===== src/rtl/ffm_pkg.sv =====
// ---------------------------------------------------------------------------
// ffm_pkg
// Shared definitions for the LCB memory arbiter slice: arbiter FSM state
// encoding, default parameter values and a counter-width helper.
// No ports (package).
// ---------------------------------------------------------------------------
package ffm_pkg;

    typedef enum logic [1:0] {
        ST_IDLE    = 2'd0,
        ST_GRANT   = 2'd1,
        ST_RELEASE = 2'd2
    } arb_state_e;

    localparam int DEF_N_REQ      = 4;
    localparam int DEF_AW         = 10;
    localparam int DEF_DW         = 12;
    localparam int DEF_TIMEOUT    = 1023;
    localparam int DEF_SWAP_GUARD = 8;

    // Number of bits needed to hold any value in 0..max_value (at least 1).
    function automatic int cnt_width(input int max_value);
        return (max_value < 2) ? 1 : $clog2(max_value + 1);
    endfunction

endpackage


===== src/rtl/rr_pick.sv =====
// ---------------------------------------------------------------------------
// rr_pick
// Combinational round-robin picker: returns the first asserted request found
// when searching upward (with wrap) from start_i.
// Ports:
//   req_i    in  N   request vector
//   start_i  in  IW  index where the search begins
//   pick_o   out IW  index of the winning request
//   valid_o  out 1   at least one request was asserted
// ---------------------------------------------------------------------------
module rr_pick #(
    parameter int N  = 4,
    parameter int IW = 2
) (
    input  logic [N-1:0]  req_i,
    input  logic [IW-1:0] start_i,
    output logic [IW-1:0] pick_o,
    output logic          valid_o
);

    // Walk the offsets from farthest to nearest so the request closest to
    // start_i is the last one written and therefore wins.
    always_comb begin
        pick_o  = '0;
        valid_o = 1'b0;
        for (int k = N - 1; k >= 0; k--) begin
            if (req_i[IW'((int'(start_i) + k) % N)]) begin
                pick_o  = IW'((int'(start_i) + k) % N);
                valid_o = 1'b1;
            end
        end
    end

endmodule


===== src/rtl/lcb_mem_arbiter.sv =====
// ---------------------------------------------------------------------------
// lcb_mem_arbiter
// Arbitrates N_REQ LCB requesters onto one shared group-buffer memory port.
// Round-robin ownership, a hold timeout with sticky error flags and a guard
// window after every ping-pong buffer switch.
// Ports:
//   clk, reset                        clock, async active-high reset
//   busy[N_REQ]                       per-requester memory request
//   wrd_out/wrd_addr/wren             per-requester write port (flattened)
//   old_wrd_addr/old_rd_en            per-requester read port (flattened)
//   swch                              ping-pong buffer selector
//   comm_old_wrd                      read data from shared memory
//   grant[N_REQ]                      one-hot ownership
//   old_wrd                           read data broadcast to requesters
//   comm_wrd_out/addr/wren            shared write port (registered)
//   comm_old_wrd_addr/comm_old_rd_en  shared read port (registered)
//   timeout_err[N_REQ]                sticky timeout flags
// ---------------------------------------------------------------------------
module lcb_mem_arbiter
    import ffm_pkg::*;
#(
    parameter int N_REQ      = DEF_N_REQ,
    parameter int AW         = DEF_AW,
    parameter int DW         = DEF_DW,
    parameter int TIMEOUT    = DEF_TIMEOUT,
    parameter int SWAP_GUARD = DEF_SWAP_GUARD
) (
    input  logic                clk,
    input  logic                reset,
    input  logic [N_REQ-1:0]    busy,
    input  logic [N_REQ*DW-1:0] wrd_out,
    input  logic [N_REQ*AW-1:0] wrd_addr,
    input  logic [N_REQ-1:0]    wren,
    input  logic [N_REQ*AW-1:0] old_wrd_addr,
    input  logic [N_REQ-1:0]    old_rd_en,
    input  logic                swch,
    input  logic [DW-1:0]       comm_old_wrd,
    output logic [N_REQ-1:0]    grant,
    output logic [DW-1:0]       old_wrd,
    output logic [DW-1:0]       comm_wrd_out,
    output logic [AW-1:0]       comm_wrd_addr,
    output logic                comm_wren,
    output logic [AW-1:0]       comm_old_wrd_addr,
    output logic                comm_old_rd_en,
    output logic [N_REQ-1:0]    timeout_err
);

    localparam int IW = cnt_width(N_REQ - 1);
    localparam int HW = cnt_width(TIMEOUT);
    localparam int GW = cnt_width(SWAP_GUARD);

    localparam logic [IW-1:0] LAST_IDX   = IW'(N_REQ - 1);
    localparam logic [HW-1:0] HOLD_LIMIT = HW'(TIMEOUT - 1);
    localparam logic [HW-1:0] HOLD_MAX   = HW'(TIMEOUT);
    localparam logic [GW-1:0] GUARD_LOAD = GW'(SWAP_GUARD);

    arb_state_e          state_q, state_d;
    logic [IW-1:0]       owner_q, owner_d;
    logic [IW-1:0]       ptr_q, ptr_d;
    logic [HW-1:0]       hold_q, hold_d;
    logic [GW-1:0]       guard_q, guard_d;
    logic                swch_q;
    logic [N_REQ-1:0]    mask_q, mask_d;
    logic [N_REQ-1:0]    err_q, err_d;
    logic [N_REQ-1:0]    grant_q, grant_d;
    logic [DW-1:0]       wrd_q, wrd_d;
    logic [AW-1:0]       waddr_q, waddr_d;
    logic                wren_q, wren_d;
    logic [AW-1:0]       raddr_q, raddr_d;
    logic                rden_q, rden_d;

    logic [IW-1:0]       pick;
    logic                pick_valid;
    logic                swch_edge;
    logic                guard_open;
    logic                own_busy;

    rr_pick #(
        .N  (N_REQ),
        .IW (IW)
    ) u_rr_pick (
        .req_i   (busy & ~mask_q),
        .start_i (ptr_q),
        .pick_o  (pick),
        .valid_o (pick_valid)
    );

    assign swch_edge = swch ^ swch_q;
    assign own_busy  = busy[owner_q];

    // The edge cycle itself is the first blocked cycle, so a counter value of
    // 1 already marks the end of the SWAP_GUARD-cycle window.
    assign guard_open = !swch_edge && (guard_q <= GW'(1));

    // Next-state logic: guard countdown, FSM, hold counter, mask/error flags
    // and the owner-selected shared-port values. The port is only captured
    // while the grant continues, so it reads zero outside GRANT.
    always_comb begin
        state_d = state_q;
        owner_d = owner_q;
        ptr_d   = ptr_q;
        hold_d  = hold_q;
        err_d   = err_q;
        mask_d  = mask_q & busy;
        grant_d = '0;
        wrd_d   = '0;
        waddr_d = '0;
        wren_d  = 1'b0;
        raddr_d = '0;
        rden_d  = 1'b0;
        guard_d = guard_q;

        if (swch_edge) begin
            guard_d = GUARD_LOAD;
        end else if (guard_q != '0) begin
            guard_d = guard_q - GW'(1);
        end

        case (state_q)
            ST_IDLE: begin
                if (pick_valid && guard_open) begin
                    state_d        = ST_GRANT;
                    owner_d        = pick;
                    ptr_d          = (pick == LAST_IDX) ? '0 : pick + IW'(1);
                    hold_d         = '0;
                    grant_d[pick]  = 1'b1;
                end
            end
            ST_GRANT: begin
                hold_d = (hold_q == HOLD_MAX) ? hold_q : hold_q + HW'(1);
                if (!own_busy) begin
                    state_d = ST_RELEASE;
                end else if (hold_q >= HOLD_LIMIT) begin
                    state_d         = ST_RELEASE;
                    err_d[owner_q]  = 1'b1;
                    mask_d[owner_q] = 1'b1;
                end else begin
                    grant_d = grant_q;
                    wrd_d   = wrd_out[int'(owner_q) * DW +: DW];
                    waddr_d = wrd_addr[int'(owner_q) * AW +: AW];
                    wren_d  = wren[owner_q];
                    raddr_d = old_wrd_addr[int'(owner_q) * AW +: AW];
                    rden_d  = old_rd_en[owner_q];
                end
            end
            ST_RELEASE: begin
                state_d = ST_IDLE;
            end
            default: begin
                state_d = ST_IDLE;
            end
        endcase
    end

    // State and output registers; reset clears everything without a clock.
    always_ff @(posedge clk or posedge reset) begin
        if (reset) begin
            state_q <= ST_IDLE;
            owner_q <= '0;
            ptr_q   <= '0;
            hold_q  <= '0;
            guard_q <= '0;
            swch_q  <= 1'b0;
            mask_q  <= '0;
            err_q   <= '0;
            grant_q <= '0;
            wrd_q   <= '0;
            waddr_q <= '0;
            wren_q  <= 1'b0;
            raddr_q <= '0;
            rden_q  <= 1'b0;
        end else begin
            state_q <= state_d;
            owner_q <= owner_d;
            ptr_q   <= ptr_d;
            hold_q  <= hold_d;
            guard_q <= guard_d;
            swch_q  <= swch;
            mask_q  <= mask_d;
            err_q   <= err_d;
            grant_q <= grant_d;
            wrd_q   <= wrd_d;
            waddr_q <= waddr_d;
            wren_q  <= wren_d;
            raddr_q <= raddr_d;
            rden_q  <= rden_d;
        end
    end

    assign grant             = grant_q;
    assign old_wrd           = comm_old_wrd;
    assign comm_wrd_out      = wrd_q;
    assign comm_wrd_addr     = waddr_q;
    assign comm_wren         = wren_q;
    assign comm_old_wrd_addr = raddr_q;
    assign comm_old_rd_en    = rden_q;
    assign timeout_err       = err_q;

endmodule


===== config.mk =====
export PLATFORM = sky130hd
export DESIGN_NAME = lcb_mem_arbiter
export DESIGN_NICKNAME = d
export VERILOG_FILES = /design/src/rtl/ffm_pkg.sv /design/src/rtl/rr_pick.sv /design/src/rtl/lcb_mem_arbiter.sv
export SDC_FILE = /design/constraint.sdc
export NUM_CORES = 1
export LEC_CHECK = 0
export CAP_MARGIN = 10
export CORE_ASPECT_RATIO = 1.5
export CORE_MARGIN = 2
export CORE_UTILIZATION = 35
export DETAILED_ROUTE_END_ITERATION = 8
export GPL_TIMING_DRIVEN = 0
export PLACE_DENSITY = 0.77
export SLEW_MARGIN = 40
export SYNTH_ARGS = -nofsm -noshare
export SYNTH_HDL_FRONTEND = slang
export SYNTH_SLANG_ARGS = --single-unit

===== constraint.sdc =====
create_clock -name clk -period 2.4 [get_ports clk]
set_input_delay 0.72 -clock clk [delete_from_list [all_inputs] [get_ports clk]]
set_output_delay 0.72 -clock clk [all_outputs]
set_load 0.03 [all_outputs]

==> results of run 1 <==
## kinds of logic (layout without fill, tap and decap cells)
group	after synthesis	after routing	share of synthesized area, %
simple gates	102	102	16.1
flops	67	67	45.2
fa+ha+maj	9	9	3.03
buf+inv	41	256	5.66
mux	38	38	22.2
compound gates	43	43	7.35
xor+xnor	2	2	0.472
## worst max-delay path, stage by stage
cell             delay [ns]
clkdlybuf4s50_1        0.50
nand2b_1               0.19
nand4_1                0.18
and3_1                 0.22
buf_2                  0.18
or4_1                  0.48
nand2_1                0.07
## sequential cells by signal, summed over array words and instances, names as in the netlist
name,count
grant,4
guard_q,4
mask_q,4
comm_wrd_addr,10
state_q,2
owner_q,2
comm_wrd_out,12
comm_old_wrd_addr,10
ptr_q,2
swch_q,1
timeout_err,4
comm_wren,1
hold_q,10
comm_old_rd_en,1
## power by group through the flow
stage	sequential (mW)	combinational [mW]	clock (mW)
3_3_place_gp	1.57	2.23	0
2_1_floorplan	1.73	1.35	0
6_report	1.57	2.30	1.25
4_1_cts	1.56	2.32	1.28
3_5_place_dp	1.57	2.31	0
5_1_grt	1.60	2.51	1.33
## synth_stat cells, types with 2 or more instances
cell type,count,area [µm²]
a21oi_1,10,50.1
o31ai_1,4,30.0
or3_1,5,31.3
nor2_1,12,45.0
clkbuf_1,8,30.0
o21a_1,5,37.5
mux2_2,3,33.8
dfrtp_1,67,1680
nand3_1,4,20.0
nand4_1,2,12.5
inv_1,13,48.8
nand2_1,17,63.8
nor2b_1,35,219
nand2b_1,6,37.5
buf_4,13,97.6
ha_1,9,113
buf_2,6,30.0
mux4_2,35,788
a21o_1,3,22.5
nor4_1,2,12.5
o21ai_0,12,60.1
nor3b_2,2,25.0
or4_1,5,37.5
nor3_1,4,20.0
## path summary, 6_finish.rpt
check	depth (start not counted)	startpoint	endpoint	slack (ns)
max in group asynchronous	4	reset	guard_q[0]	1.07
hold reg to reg	1	timeout_err[1]	timeout_err[1]	0.45
min in group asynchronous	2	reset	comm_old_rd_en	0.74
hold / removal	1	timeout_err[1]	timeout_err[1]	0.45
setup reg to reg	8	guard_q[0]	hold_q[5]	0.35
setup / recovery	7	busy[1]	hold_q[8]	0.11
## through the flow
step | instance area (µm²) | worst slack [ns]
finish | 6260 | 0.114
global route | 6260 | 0.0111
detailed placement | 5940 | -0.450
floorplan | 3710 | 0.399
global placement | 5860 | -0.344
CTS | 6240 | 0.0148
## layout make-up
| class | count | area share, % |
|---|---|---|
| Clock buffer | 15 | 4.59 |
| Buffer | 28 | 2.58 |
| Inverter | 13 | 0.839 |
| Multi-Input combinational cell | 194 | 29.6 |
| Clock inverter | 1 | 0.0799 |
| Sequential cell | 67 | 26.8 |
| Timing Repair Buffer | 199 | 32.6 |
| Tap cell | 144 | 2.88 |
## layer usage
metal	vias up	share of wire, %
li1	1511	-
met1	1581	33
met2	148	57
met3	24	7.5
met4	0	3.0
met5	-	0
## what timing repair did
item | CTS | global route
setup endpoints to repair | 13 | 8
gates resized for setup | 3 | 3
pin swaps | 0 | 0
==> metrics.md, run 1 <==
| Metric | Value |
|---|---|
| Layout overhead on the synthesized area | 68.8% |
| Initial Utilization | 35.4% |
| Switching share of total power | 33.6% |
| Max Cap Viol | 0 |
| H-tree Lvls | 3 |
| Final #Nets | 676 |
| Post-route ant nets | 0 |
| Core area | 10,500 µm² |
| Top Ports | 209 |
| Setup TNS | 0 ns |
| Met1 Usage GRT | 20.3% |
| Row cnt | 46 |
| Count of cell types in the netlist | 44 |
| Post-Syn Instances | 302 |
| Tot GR Track Use | 19.3% |
| P_leak | 2.55 nW |
| Worst Max-Slew Pin Slew | 0.539 ns |
| Register area | 1680 µm² |
| WHS | 0.455 ns |
| EDFF count, synth | 0 |
| CP Max Fanout | 10 |
| Final setup fails | 0 |
| Placed Cells | 645 |
| Setup Buffers After CTS | 0 |
| Max Slew Vio Count | 0 |
| Routed WL per cell | 16.2 µm |
| Sequential cell area fraction in the yosys report | 45.2% |
| Setup Skew | 0.00435 ns |
| Switching power | 1.72 mW |
| Main synth FF type | dfrtp_1 |
| CP endpoint kind | flop |
| Final Hold Vio Count | 0 |
| PortBufs | 196 |
| Power Total | 5.12 mW |
| GR peak layer | met2 |
| Met3 usage | 6.70% |
| Max Freq | 437 MHz |
| Total number of vias | 3,264 |
| Type of the most critical hold path | reg2reg |
| Final core utilization | 59.8% |
| Post-Syn Area | 3710 µm² |
| Pin count of the biggest net entering global routing | 22 |
| Multi-input logic area | 1860 µm² |
| Layout cell share with drive strength beyond 1 | 16.8% |
| Synthesis Warnings | 0 |
| Met2 Use GR | 35.0% |
| Die height | 130 µm |
| CTS max path bufs | 2 |
| Fill cells | 871 |
| Commonest non-fill, non-tap cells in the layout | 196 x clkdlybuf4s50_1, 67 x dfrtp_1, 35 x nor2b_1, 35 x mux4_2, 17 x nand2_1 |
| Synthesized flop and latch total | 67 |
| Die area | 11,500 µm² |
| CTS hold repair buffers | 0 |
| Min Tclk post-route | 2.29 ns |
| CTS buffer count | 9 |
| Root Driver | clkbuf_16 |
| Post-detail-place hpwl | 9060 µm |
| Clk network pwr share | 24.4% |
| Outcome | completed |
| Worst VDD drop | 0.450 mV |
| Remaining DRCs | 0 |
| Startpoint Class | input pin |
| Starting DRT DRC Count | 183 |
| Antenna cells | 0 |
| Initial antenna violation count | 0 |
| Combinational power share | 44.9% |
| GP Congestion | 0.844 |
| Skew-Pair Late Insertion Delay | 0.33 ns |
| Ys async rst share | 100% |
| Slew HR | 64.1% |
| RSZ-0062 raised after global routing | no |
| Post-Route WL | 10,700 µm |
| First drt pass iteration count | 4 |
| Int Pwr | 3.40 mW |
| Commonest non-fill, non-tap cell in the layout | clkdlybuf4s50_1 |
| Total gr overflow | 0 |
| Chip Width | 88.1 µm |
| Avg Cell Area, Syn | 12.3 µm² |
| CP arrival | 2.55 ns |
| Non-filler instance count after layout | 661 |
| CTS tree | done |
| Worst EP required | 2.67 ns |
| Mapped Nets | 466 |
| Reg power frac | 30.7% |
| Vias in the first global route | 3,458 |
| Period utilization | 95.3% |
| Sink Count | 67 |
| Critical path type | in2reg |
| DR vias/cell | 4.94 |
| Power Density | 817 nW/µm² |
| Worst-path clk slew | 0.05 ns |
| First-pass GRT wire length | 16,800 µm |
Note: power is estimated with default switching activity, not from simulation.
==> inputs of run 2 (changes only) <==
- CTS_CLUSTER_SIZE: default -> 28
- HOLD_SLACK_MARGIN: default -> 0.05
==> results of run 2 <==
The final DEF is identical to that of run 1; final timing and power are the same.
==> inputs of run 3 (changes only) <==
- RECOVER_POWER: default -> 100
==> run 3 against run 2 <==
Wire length is essentially flat. Setup slack lost 0.0065 ns. Non-clock buffer count stayed put. Largest cell class unchanged. Critical path type unchanged. Hold slack got worse by 0.0055 ns. Sequential share of layout area up 0.26 points. Register-to-register slack got worse by 0.06 ns. Clock skew about the same. Highest routed layer unchanged.
==> metrics.md, run 3 (same netlist as run 1, synthesis figures left out) <==
| Metric | Value |
|---|---|
| Register area | 1680 µm² (unchanged) |
| Worst path max stage delay | 0.50 ns (about the same) |
| H-tree Lvls | 3 (unchanged) |
| Outcome | completed |
| R2r endpoint | timeout_err[1] |
| RR Startpoint | hold_q[0] |
| Chip Width | 88.1 µm (unchanged) |
| Largest register FFs | 12 (unchanged) |
| Max Slew Vio Count | 0 (unchanged) |
| Final #Nets | 676 (unchanged) |
| Slew HR | 53.2% (-11 points) |
| R2R Setup Slk | 0.29 ns (-0.06 ns) |
| Final Hold Vio Count | 0 (unchanged) |
| Core area | 10,500 µm² (unchanged) |
| Power Total | 5.06 mW (-1.1%) |
| Critical-path top delay cell | clkdlybuf4s50_1 |
| WHS | 0.449 ns (-0.00555 ns) |
| Pin count of the biggest net entering global routing | 22 (unchanged) |
| Die height | 130 µm (unchanged) |
| Row cnt | 46 (unchanged) |
| Routed WL per cell | 16.3 µm (about the same) |
| Worst EP required | 2.67 ns (about the same) |
| Worst-path cell chain | clkdlybuf4s50_1 > nand2b_1 > nand4_1 > and3_1 > buf_2 > or4_1 > nand2_1 |
| Top Ports | 209 (unchanged) |
| Antenna cells | 0 (unchanged) |
| PortBufs | 196 (unchanged) |
| Worst-path clk slew | 0.05 ns (about the same) |
| CP endpoint kind | flop |
| Min Tclk post-route | 2.29 ns (+0.00647 ns) |
| CP Max Fanout | 10 (unchanged) |
| Layout overhead on the synthesized area | 67.2% |
| Placed Cells | 645 (unchanged) |
| Total gr overflow | 0 (unchanged) |
| CTS buffer count | 9 (unchanged) |
| P_leak | 2.67 nW (+5.1%) |
| Non-filler instance count after layout | 661 (unchanged) |
| Fill cells | 878 (+0.80%) |
| Int Pwr | 3.35 mW (-1.5%) |
| First drt pass iteration count | 4 (unchanged) |
| Combinational power share | 44.4% (-0.5 points) |
| Starting DRT DRC Count | 194 (+6.0%) |
| Initial Utilization | 35.4% (unchanged) |
| CTS tree | done |
| Worst Max-Slew Pin Slew | 0.698 ns (+0.159 ns) |
| First-pass GRT wire length | 16,800 µm (unchanged) |
| CTS hold repair buffers | 0 (unchanged) |
| Setup Buffers After CTS | 0 (unchanged) |
| Commonest non-fill, non-tap cell in the layout | clkdlybuf4s50_1 |
| Layout cell share with drive strength beyond 1 | 16.2% (-0.58 points) |
| Final core utilization | 59.2% (-0.57 points) |
| Worst Hold Launch | timeout_err[1] |
| Startpoint Class | input pin |
| Root Driver | clkbuf_16 |
| Power Density | 815 nW/µm² (-0.18%) |
| Total number of vias | 3,282 (+0.55%) |
| Skew-Pair Late Insertion Delay | 0.33 ns (about the same) |
| Reg power frac | 31.0% (+0.3 points) |
| CTS max path bufs | 2 (unchanged) |
| Placed Area | 5940 µm² (unchanged) |
| Pre-CTS setup slack | -0.450 ns (unchanged) |
| Switching share of total power | 33.8% (+0.24 points) |
| Max Freq | 436 MHz (-0.28%) |
| Commonest non-fill, non-tap cells in the layout | 141 x clkdlybuf4s50_1, 67 x dfrtp_1, 55 x dlygate4sd3_1 |
| Hold depth | 1 (unchanged) |
| Worst VDD drop | 0.447 mV (-0.65%) |
| Post-detail-place hpwl | 9060 µm (unchanged) |
| Initial antenna violation count | 0 (unchanged) |
| Crit-path leading delay family | simple AND/OR/NAND/NOR gates |
| Tot GR Track Use | 19.3% (unchanged) |
| Post-route cell area | 6200 µm² (-0.96%) |
| Final Worst Setup Slack | 0.107 ns (-0.00647 ns) |
| Post-route ant nets | 0 (unchanged) |
| Sink Count | 67 (unchanged) |
| Remaining DRCs | 0 (unchanged) |
| GP Congestion | 0.844 (unchanged) |
| Setup TNS | 0 ns (unchanged) |
| Crit path buf inv count | 2 (unchanged) |
| Worst Hold Endpoint | timeout_err[1] |
| Multi-input logic area | 1840 µm² (-0.81%) |
| Worst R2R Path Depth | 7 (-1) |
| Type of the most critical hold path | reg2reg |
| Setup Skew | 0.00409 ns (-0.000256 ns) |
| Max Cap Viol | 0 (unchanged) |
| Period utilization | 95.5% (+0.27 points) |
| Post-Route WL | 10,700 µm (about the same) |
| CP arrival | 2.56 ns (about the same) |
| Clk network pwr share | 24.7% (+0.3 points) |
| DR vias/cell | 4.97 (+0.55%) |
| Vias in the first global route | 3,458 (unchanged) |
| Switching power | 1.71 mW (-0.43%) |
| Die area | 11,500 µm² (unchanged) |
| Final setup fails | 0 (unchanged) |
| Critical path type | in2reg |
| RSZ-0062 raised after global routing | no |
-- run 3: worst max-delay path by stage --
stage | to | slack (ns) | cells past startpoint | from
2_1_floorplan | hold_q[5] | 0.40 | 6 | swch
3_3_place_gp | hold_q[5] | -0.34 | 7 | swch
3_5_place_dp | hold_q[5] | -0.45 | 7 | swch
4_1_cts | hold_q[5] | 0.01 | 7 | swch
5_1_grt | hold_q[6] | 0.005 | 4 | reset
6_report | hold_q[8] | 0.11 | 7 | busy[1]
-- run 3: power by group through the flow --
| stage | clock (mW) | sequential [mW] | combinational (mW) |
|---|---|---|---|
| 2_1_floorplan | 0 | 1.73 | 1.35 |
| 3_3_place_gp | 0 | 1.57 | 2.23 |
| 3_5_place_dp | 0 | 1.57 | 2.31 |
| 4_1_cts | 1.28 | 1.56 | 2.32 |
| 5_1_grt | 1.33 | 1.60 | 2.45 |
| 6_report | 1.25 | 1.57 | 2.24 |
-- run 3: layout make-up --
type                            instances  share of cell area [%]
Multi-Input combinational cell        194                    29.7
Clock buffer                           15                    4.64
Tap cell                              144                    2.90
Inverter                               13                   0.807
Sequential cell                        67                    27.0
Buffer                                 28                    2.60
Timing Repair Buffer                  199                    32.3
Clock inverter                          1                  0.0807
-- run 3: what timing repair did --
action / in CTS / in global routing
cloned: 0 / 0
resized for setup: 3 / 3
setup endpoints to repair: 13 / 8
-- run 3: routing by layer --
metal / GRT usage [%] / part of all wire, %
met5: 0 / 0
met1: 20.3 / 33
met2: 35.0 / 57
met4: 7.22 / 2.9
met3: 6.70 / 7.2
